$ cat config.mk
export PLATFORM = sky130hd
export DESIGN_NAME = dsp_wdata_channel_flat
export DESIGN_NICKNAME = d
export VERILOG_FILES = /design/src/rtl/dsp_wdata_channel_if.sv /design/src/rtl/dsp_wdata_channel.sv /design/src/flat_wrapper.sv
export SDC_FILE = /design/constraint.sdc
export NUM_CORES = 1
export LEC_CHECK = 0
export ABC_AREA = 1
export ABC_CLOCK_PERIOD_IN_PS = 2900
export CORE_ASPECT_RATIO = 0.5
export CORE_MARGIN = 5
export CORE_UTILIZATION = 54
export CTS_BUF_LIST = sky130_fd_sc_hd__clkbuf_16
export CTS_CLUSTER_DIAMETER = 50
export DETAILED_ROUTE_END_ITERATION = 10
export PLACE_DENSITY = 0.9
export SLEW_MARGIN = 20
export SYNTH_ARGS = -nofsm -noshare
export SYNTH_HDL_FRONTEND = slang
export SYNTH_SLANG_ARGS = --single-unit
$ cat constraint.sdc
create_clock -name ACLK_i -period 2.9 [get_ports ACLK_i]
set_clock_uncertainty 0.2 [all_clocks]
set_input_delay 0.87 -clock ACLK_i [delete_from_list [all_inputs] [get_ports ACLK_i]]
set_output_delay 0.87 -clock ACLK_i [all_outputs]
set_load 0.03 [all_outputs]
$ cat src/rtl/dsp_wdata_channel_if.sv
// -----------------------------------------------------------------------------
// dsp_wdata_channel_if
// Bundles every signal of one master's write-data dispatcher: the master W
// beat stream, the order-queue push from the AW channel, the registered beat
// toward the per-slave WDATA arbiters and the sticky error flag.
//
//   slave  modport : the dispatcher's view (master/AW/ready in, beat out)
//   master modport : the environment's view (drives beats, AW pushes, readies)
// -----------------------------------------------------------------------------
interface dsp_wdata_channel_if #(
   parameter int SLV_AMT          = 2,
   parameter int SLV_ID_W         = $clog2(SLV_AMT),
   parameter int DATA_WIDTH       = 32,
   parameter int TRANS_DATA_LEN_W = 3
);
   // master W channel
   logic [DATA_WIDTH-1:0]       m_WDATA_i;
   logic                        m_WLAST_i;
   logic                        m_WVALID_i;
   logic                        m_WREADY_o;
   // order-queue push from the accepted AW
   logic [SLV_ID_W-1:0]         AW_slv_id_i;
   logic [TRANS_DATA_LEN_W-1:0] AW_AxLEN_i;
   logic                        AW_fifo_order_wr_en_i;
   logic                        AW_stall_o;
   // registered beat toward the slave arbiters
   logic [DATA_WIDTH-1:0]       sa_WDATA_o;
   logic                        sa_WLAST_o;
   logic [SLV_AMT-1:0]          sa_WVALID_o;
   logic [SLV_AMT-1:0]          sa_slv_sel_o;
   logic [SLV_AMT-1:0]          sa_WREADY_i;
   // sticky error
   logic                        err_o;

   modport slave (
      input  m_WDATA_i, m_WLAST_i, m_WVALID_i,
      input  AW_slv_id_i, AW_AxLEN_i, AW_fifo_order_wr_en_i,
      input  sa_WREADY_i,
      output m_WREADY_o, AW_stall_o,
      output sa_WDATA_o, sa_WLAST_o, sa_WVALID_o, sa_slv_sel_o,
      output err_o
   );

   modport master (
      output m_WDATA_i, m_WLAST_i, m_WVALID_i,
      output AW_slv_id_i, AW_AxLEN_i, AW_fifo_order_wr_en_i,
      output sa_WREADY_i,
      input  m_WREADY_o, AW_stall_o,
      input  sa_WDATA_o, sa_WLAST_o, sa_WVALID_o, sa_slv_sel_o,
      input  err_o
   );
endinterface

$ cat src/rtl/dsp_wdata_channel.sv
// -----------------------------------------------------------------------------
// dsp_wdata_channel
// Per-master write-data dispatcher. Keeps an in-order queue of
// {slave id, AxLEN} for accepted write addresses, steers each W burst of the
// master to the slave at the queue head, regenerates WLAST from AxLEN and
// registers every beat toward the selected slave's WDATA arbiter.
//
// Ports:
//   ACLK_i   : clock, rising edge
//   ARESET_i : asynchronous active-high reset
//   bus      : dsp_wdata_channel_if.slave
//              m_W*      master beat stream (m_WLAST_i is checked only)
//              AW_*      order-queue push / full stall
//              sa_W*     registered one-hot beat toward the slave arbiters
//              err_o     sticky WLAST-mismatch / bad-slave-id flag
// OUTSTANDING_AMT must be a power of two, at least 2.
// -----------------------------------------------------------------------------
module dsp_wdata_channel #(
   parameter int SLV_AMT          = 2,
   parameter int SLV_ID_W         = $clog2(SLV_AMT),
   parameter int OUTSTANDING_AMT  = 8,
   parameter int DATA_WIDTH       = 32,
   parameter int TRANS_DATA_LEN_W = 3
) (
   input  logic               ACLK_i,
   input  logic               ARESET_i,
   dsp_wdata_channel_if.slave bus
);
   localparam int PTR_W   = $clog2(OUTSTANDING_AMT);
   localparam int ENTRY_W = SLV_ID_W + TRANS_DATA_LEN_W;

   // ---------------------------------------------------------------- order queue
   // Pointers carry one extra wrap bit so full and empty are distinguishable.
   logic [ENTRY_W-1:0]          order_mem [OUTSTANDING_AMT];
   logic [PTR_W:0]              wr_ptr_reg;
   logic [PTR_W:0]              rd_ptr_reg;
   logic                        q_empty;
   logic                        q_full;
   logic                        q_push;
   logic                        q_pop;
   logic [SLV_ID_W-1:0]         head_slv;
   logic [TRANS_DATA_LEN_W-1:0] head_len;

   assign q_empty = (wr_ptr_reg == rd_ptr_reg);
   assign q_full  = (wr_ptr_reg[PTR_W] != rd_ptr_reg[PTR_W]) &&
                    (wr_ptr_reg[PTR_W-1:0] == rd_ptr_reg[PTR_W-1:0]);

   // A push while full is lost even if the head pops in the same cycle.
   assign q_push  = bus.AW_fifo_order_wr_en_i & ~q_full;

   // Head is read combinationally so a burst can start the cycle after its
   // AW lands and the next burst can follow its predecessor with no bubble.
   assign {head_slv, head_len} = order_mem[rd_ptr_reg[PTR_W-1:0]];

   always_ff @(posedge ACLK_i) begin
      if (q_push) begin
         order_mem[wr_ptr_reg[PTR_W-1:0]] <= {bus.AW_slv_id_i, bus.AW_AxLEN_i};
      end
   end

   // ------------------------------------------------------------ slave decode
   // An id with no matching port decodes to all-zero; slv_ok flags that case.
   logic [SLV_AMT-1:0] head_onehot;
   logic               slv_ok;

   generate
      for (genvar gi = 0; gi < SLV_AMT; gi++) begin : g_sel
         assign head_onehot[gi] = (32'(head_slv) == gi);
      end
   endgenerate

   assign slv_ok = |head_onehot;

   // ------------------------------------------------------ datapath registers
   logic [TRANS_DATA_LEN_W-1:0] cnt_reg;
   logic                        out_valid_reg;
   logic [DATA_WIDTH-1:0]       out_data_reg;
   logic                        out_last_reg;
   logic [SLV_AMT-1:0]          out_sel_reg;
   logic                        err_reg;

   logic beat_last;
   logic dn_hs;
   logic m_ready;
   logic acc;

   assign beat_last = (cnt_reg == head_len);

   // out_sel_reg is one-hot whenever out_valid_reg is set, so masking the
   // readies with it selects the ready of the addressed arbiter.
   assign dn_hs   = out_valid_reg & |(out_sel_reg & bus.sa_WREADY_i);
   assign m_ready = ~q_empty & (~out_valid_reg | dn_hs);
   assign acc     = bus.m_WVALID_i & m_ready;
   assign q_pop   = acc & beat_last;

   always_ff @(posedge ACLK_i or posedge ARESET_i) begin
      if (ARESET_i) begin
         wr_ptr_reg    <= '0;
         rd_ptr_reg    <= '0;
         cnt_reg       <= '0;
         out_valid_reg <= 1'b0;
         out_data_reg  <= '0;
         out_last_reg  <= 1'b0;
         out_sel_reg   <= '0;
         err_reg       <= 1'b0;
      end else begin
         if (q_push) begin
            wr_ptr_reg <= wr_ptr_reg + (PTR_W+1)'(1);
         end
         if (q_pop) begin
            rd_ptr_reg <= rd_ptr_reg + (PTR_W+1)'(1);
         end

         if (acc) begin
            // A beat for a nonexistent slave is consumed but never presented,
            // otherwise it would wait forever for a ready that cannot come.
            out_valid_reg <= slv_ok;
            out_data_reg  <= bus.m_WDATA_i;
            out_last_reg  <= beat_last;
            out_sel_reg   <= head_onehot;
            cnt_reg       <= beat_last ? '0 : cnt_reg + TRANS_DATA_LEN_W'(1);
            // Routing always follows AxLEN; the master's WLAST is only audited.
            if ((bus.m_WLAST_i != beat_last) || !slv_ok) begin
               err_reg <= 1'b1;
            end
         end else if (dn_hs) begin
            out_valid_reg <= 1'b0;
         end
      end
   end

   // ----------------------------------------------------------------- outputs
   assign bus.m_WREADY_o   = m_ready;
   assign bus.AW_stall_o   = q_full;
   assign bus.sa_WDATA_o   = out_data_reg;
   assign bus.sa_WLAST_o   = out_last_reg;
   assign bus.sa_WVALID_o  = out_sel_reg & {SLV_AMT{out_valid_reg}};
   assign bus.sa_slv_sel_o = out_sel_reg & {SLV_AMT{out_valid_reg}};
   assign bus.err_o        = err_reg;

endmodule

$ cat src/flat_wrapper.sv
// flat-port wrapper written by rule: the top's interface ports become plain ports
module dsp_wdata_channel_flat 
#(
   parameter int SLV_AMT          = 2,
   parameter int SLV_ID_W         = $clog2(SLV_AMT),
   parameter int OUTSTANDING_AMT  = 8,
   parameter int DATA_WIDTH       = 32,
   parameter int TRANS_DATA_LEN_W = 3
)
  (ACLK_i, ARESET_i, bus_m_WDATA_i, bus_m_WLAST_i, bus_m_WVALID_i, bus_AW_slv_id_i, bus_AW_AxLEN_i, bus_AW_fifo_order_wr_en_i, bus_sa_WREADY_i, bus_m_WREADY_o, bus_AW_stall_o, bus_sa_WDATA_o, bus_sa_WLAST_o, bus_sa_WVALID_o, bus_sa_slv_sel_o, bus_err_o);
  dsp_wdata_channel_if #(.SLV_AMT(SLV_AMT), .SLV_ID_W(SLV_ID_W), .DATA_WIDTH(DATA_WIDTH), .TRANS_DATA_LEN_W(TRANS_DATA_LEN_W)) bus_i ();
  input  logic ACLK_i;
  input  logic ARESET_i;
  input wire logic [$bits(bus_i.m_WDATA_i)-1:0] bus_m_WDATA_i;
  input wire logic [$bits(bus_i.m_WLAST_i)-1:0] bus_m_WLAST_i;
  input wire logic [$bits(bus_i.m_WVALID_i)-1:0] bus_m_WVALID_i;
  input wire logic [$bits(bus_i.AW_slv_id_i)-1:0] bus_AW_slv_id_i;
  input wire logic [$bits(bus_i.AW_AxLEN_i)-1:0] bus_AW_AxLEN_i;
  input wire logic [$bits(bus_i.AW_fifo_order_wr_en_i)-1:0] bus_AW_fifo_order_wr_en_i;
  input wire logic [$bits(bus_i.sa_WREADY_i)-1:0] bus_sa_WREADY_i;
  output wire logic [$bits(bus_i.m_WREADY_o)-1:0] bus_m_WREADY_o;
  output wire logic [$bits(bus_i.AW_stall_o)-1:0] bus_AW_stall_o;
  output wire logic [$bits(bus_i.sa_WDATA_o)-1:0] bus_sa_WDATA_o;
  output wire logic [$bits(bus_i.sa_WLAST_o)-1:0] bus_sa_WLAST_o;
  output wire logic [$bits(bus_i.sa_WVALID_o)-1:0] bus_sa_WVALID_o;
  output wire logic [$bits(bus_i.sa_slv_sel_o)-1:0] bus_sa_slv_sel_o;
  output wire logic [$bits(bus_i.err_o)-1:0] bus_err_o;
  assign bus_i.m_WDATA_i = bus_m_WDATA_i;
  assign bus_i.m_WLAST_i = bus_m_WLAST_i;
  assign bus_i.m_WVALID_i = bus_m_WVALID_i;
  assign bus_i.AW_slv_id_i = bus_AW_slv_id_i;
  assign bus_i.AW_AxLEN_i = bus_AW_AxLEN_i;
  assign bus_i.AW_fifo_order_wr_en_i = bus_AW_fifo_order_wr_en_i;
  assign bus_i.sa_WREADY_i = bus_sa_WREADY_i;
  assign bus_m_WREADY_o = bus_i.m_WREADY_o;
  assign bus_AW_stall_o = bus_i.AW_stall_o;
  assign bus_sa_WDATA_o = bus_i.sa_WDATA_o;
  assign bus_sa_WLAST_o = bus_i.sa_WLAST_o;
  assign bus_sa_WVALID_o = bus_i.sa_WVALID_o;
  assign bus_sa_slv_sel_o = bus_i.sa_slv_sel_o;
  assign bus_err_o = bus_i.err_o;
  dsp_wdata_channel #(.SLV_AMT(SLV_AMT), .SLV_ID_W(SLV_ID_W), .OUTSTANDING_AMT(OUTSTANDING_AMT), .DATA_WIDTH(DATA_WIDTH), .TRANS_DATA_LEN_W(TRANS_DATA_LEN_W)) u_core (.ACLK_i(ACLK_i), .ARESET_i(ARESET_i), .bus(bus_i));
endmodule
==> metrics.md <==
| Metric | Value |
|---|---|
| CTS HTree Levels | 3 |
| Post CTS Setup Buffer Count | 0 |
| Largest family of logic cells by synthesized area | simple AND/OR/NAND/NOR gates |
| Area leader, netlist | dfrtp_1 |
| Synthesis-to-finish area growth | 33.43% |
| Most frequent cells in the layout | nand2_1 (157), clkdlybuf4s50_1 (80), dfrtp_1 (48) |
| FMAX | ~350 MHz |
| GRT Residual Overflow | 0 |
| Final Max Tran Viols | 0 |
| # Max-Cap Violations | 0 |
| Clk pin slew, worst setup/hold paths | 0.05 ns |
| Seq/Total Area, Yosys | 59.85% |
| Routed WL | 8403 um |
| Nets | approximately 510 |
| Kind of critical path | in -> out |
| Via/cell ratio | ~5 |
| Hold crit path type | reg -> reg |
| RSZ-0062 raised after global routing | false |
| Finish-stage setup viols | 0 |
| Synth Net Count | 422 |
| Post-DP HPWL | 5325 um |
| I/O Pins | 83 |
| CTS Buffer Depth | 2 |
| Antenna Cells | 0 |
| Synth Area in XOR/XNOR | 2.182% |
| Worst-margin pin slew | 0.4564 ns |
| Pre-CTS setup slack | slightly above 0.06 ns |
| RePlAce Congestion | 0.7424 |
| Crit path capture type | primary output |
| First-pass DRT Iterations | 5 |
| CTS Sinks | 80 |
| Fill count | 400 |
| CP arrival | between 1.5 and 2 ns |
| Top cell type's share of synthesized area | 33.25% |
| Final Cycle Share | 98.64% |
| Leading cell type in the layout, fill and taps excluded | nand2_1 |
| Power Density | 1199 nW/um2 |
| Via count of the first global-routing pass | 2814 |
| Cts bufs inserted | 9 |
| Slew margin rel. | between 60% and 70% |
| # DRC | 0 |
| Row count | 21 |
| Mapped Avg Cell Area | around 9.6 um2 |
| DR vias | 2742 |
| Die Y | ~68 um |
| Hold_buf cts | 0 |
| Largest net degree at the start of global routing | 37 |
| IO buf count | 82 |
| Core area | approximately 6600 um2 |
| Iter 0 DRT Violations | 185 |
| Synth area leaders | dfrtp_1 (33%), edfxtp_1 (27%), nand2_1 (16%) |
| Seq cells post-synth | 80 |
| CTS resizes | 0 |
| CTS tree | yes |
| Maximum fanout along the worst path | 2 |
| Post-Syn Area | 3612 um2 |
| Clock Latency Late Sink | 0.33 ns |
| Root Driver | clkbuf_16 |
| Starting Density | 54.77% |
| Peak VDD IR | about 840 uV |
| Fin. Hold Viols | 0 |
| Post-Synthesis Cells | 376 |
| Min Tclk post-route | around 2.9 ns |
| Synth Area in Simple Gates | between 20% and 30% |
| Post-synthesis mux area share | 0% |
| Compound-gate portion of the synthesized area | between 2 and 2.5% |
| Layout cell share with drive strength beyond 1 | 11.13% |
| Synth Warn # | 0 |
| Synth Area in Adders | 1.039% |
| Status | finished, final reports clean |
| Antenna Violating Nets Remaining | 0 |
| WL/cell | 15.03 um |
| Setup TNS | 0 ns |
| First-pass GRT wire length | 13390 um |
| Worst EP required | 1.83 ns |
| Total GRT Usage | 20.26% |
| Die Area | ~8500 um2 |
| Hold_ws | ~0.27 ns |
| Nature of the critical path startpoint | input pin |
| Pleak | 0.002295 uW |
| Synth cell types | 28 |
| Initial antenna violation count | 0 |
| Die W | 125.7 um |
| Setup ws final | 0.03934 ns |
-- synthesized netlist by cell type (all sizes together) --
cell / instances
buf: 14
dfrtp: 48
nand2: 169
o21a: 1
o21ai: 10
ha: 3
inv: 44
nor2: 16
o22ai: 2
or2: 1
nand3: 25
xor2: 6
edfxtp: 32
nand4: 2
xnor2: 3
-- worst max-delay path, cell delays in order --
cell and delay [ns]:
clkdlybuf4s50_1 0.47, nand2_1 0.08, nand3_2 0.10, nand2_2 0.06, inv_1 0.05, buf_4 0.15
-- power by group --
part           leakage, uW  internal (uW)  switching [uW]
registers         0.000875           1580             246
logic              0.00125            997            1740
clock network     0.000169            793             421
total              0.00229           3370            2410
-- worst paths after layout --
path	from	end	slack, ns	cells past startpoint
worst max-delay path	bus_sa_WREADY_i[0]	bus_m_WREADY_o	0.04	6
min in group asynchronous	ARESET_i	u_core.bus.sa_WDATA_o[23]$_DFFE_PP0P_	0.67	2
worst min-delay path	u_core.bus.sa_WDATA_o[14]$_DFFE_PP0P_	u_core.bus.sa_WDATA_o[14]$_DFFE_PP0P_	0.27	2
worst max register to register	u_core.rd_ptr_reg[0]$_DFFE_PP0P_	u_core.rd_ptr_reg[1]$_DFFE_PP0P_	0.70	12
worst min register to register	u_core.bus.sa_WDATA_o[14]$_DFFE_PP0P_	u_core.bus.sa_WDATA_o[14]$_DFFE_PP0P_	0.27	2
max in group asynchronous	ARESET_i	u_core.bus.sa_WDATA_o[25]$_DFFE_PP0P_	1.33	3
-- per-layer routing --
metal,vias up,global-route usage (%),wire length [um]
li1,1340,-,-
met1,1303,22.80,3338
met2,91,37.83,4292
met3,8,7.560,701
met4,0,4.459,71
met5,-,0,0
-- area by class of cell --
cell class / instances / area, um2 / share of cell area, %
flip-flops and latches: 80 / 2162 / 44.86
clock buffers: 10 / 250.2 / 5.192
repair buffers: 89 / 880.8 / 18.28
multi-input cells: 238 / 1166 / 24.20
clock inverters: 6 / 75.07 / 1.558
well taps: 92 / 115.1 / 2.388
inverters: 44 / 170.2 / 3.531
-- cells by family after synthesis --
logic type               count (synthesis)
flip-flops                              80
XOR/XNOR                                 9
adder cells (fa/ha/maj)                  3
AND/OR/NAND/NOR                        213
buffers and inverters                   58
AO/OA/AOI/OAI                           13
-- per-stage QoR --
stage	utilization, %	cells	cell area [um2]	total power [uW]
3_5_place_dp	68.07	543	4489	4512
5_1_grt	73.08	559	4820	6103
6_report	73.08	559	4820	5777
3_3_place_gp	68.07	543	4489	4429
2_1_floorplan	-	376	3612	3660
4_1_cts	73.00	559	4815	5800
No activity file was read; power rests on OpenSTA's default activity.
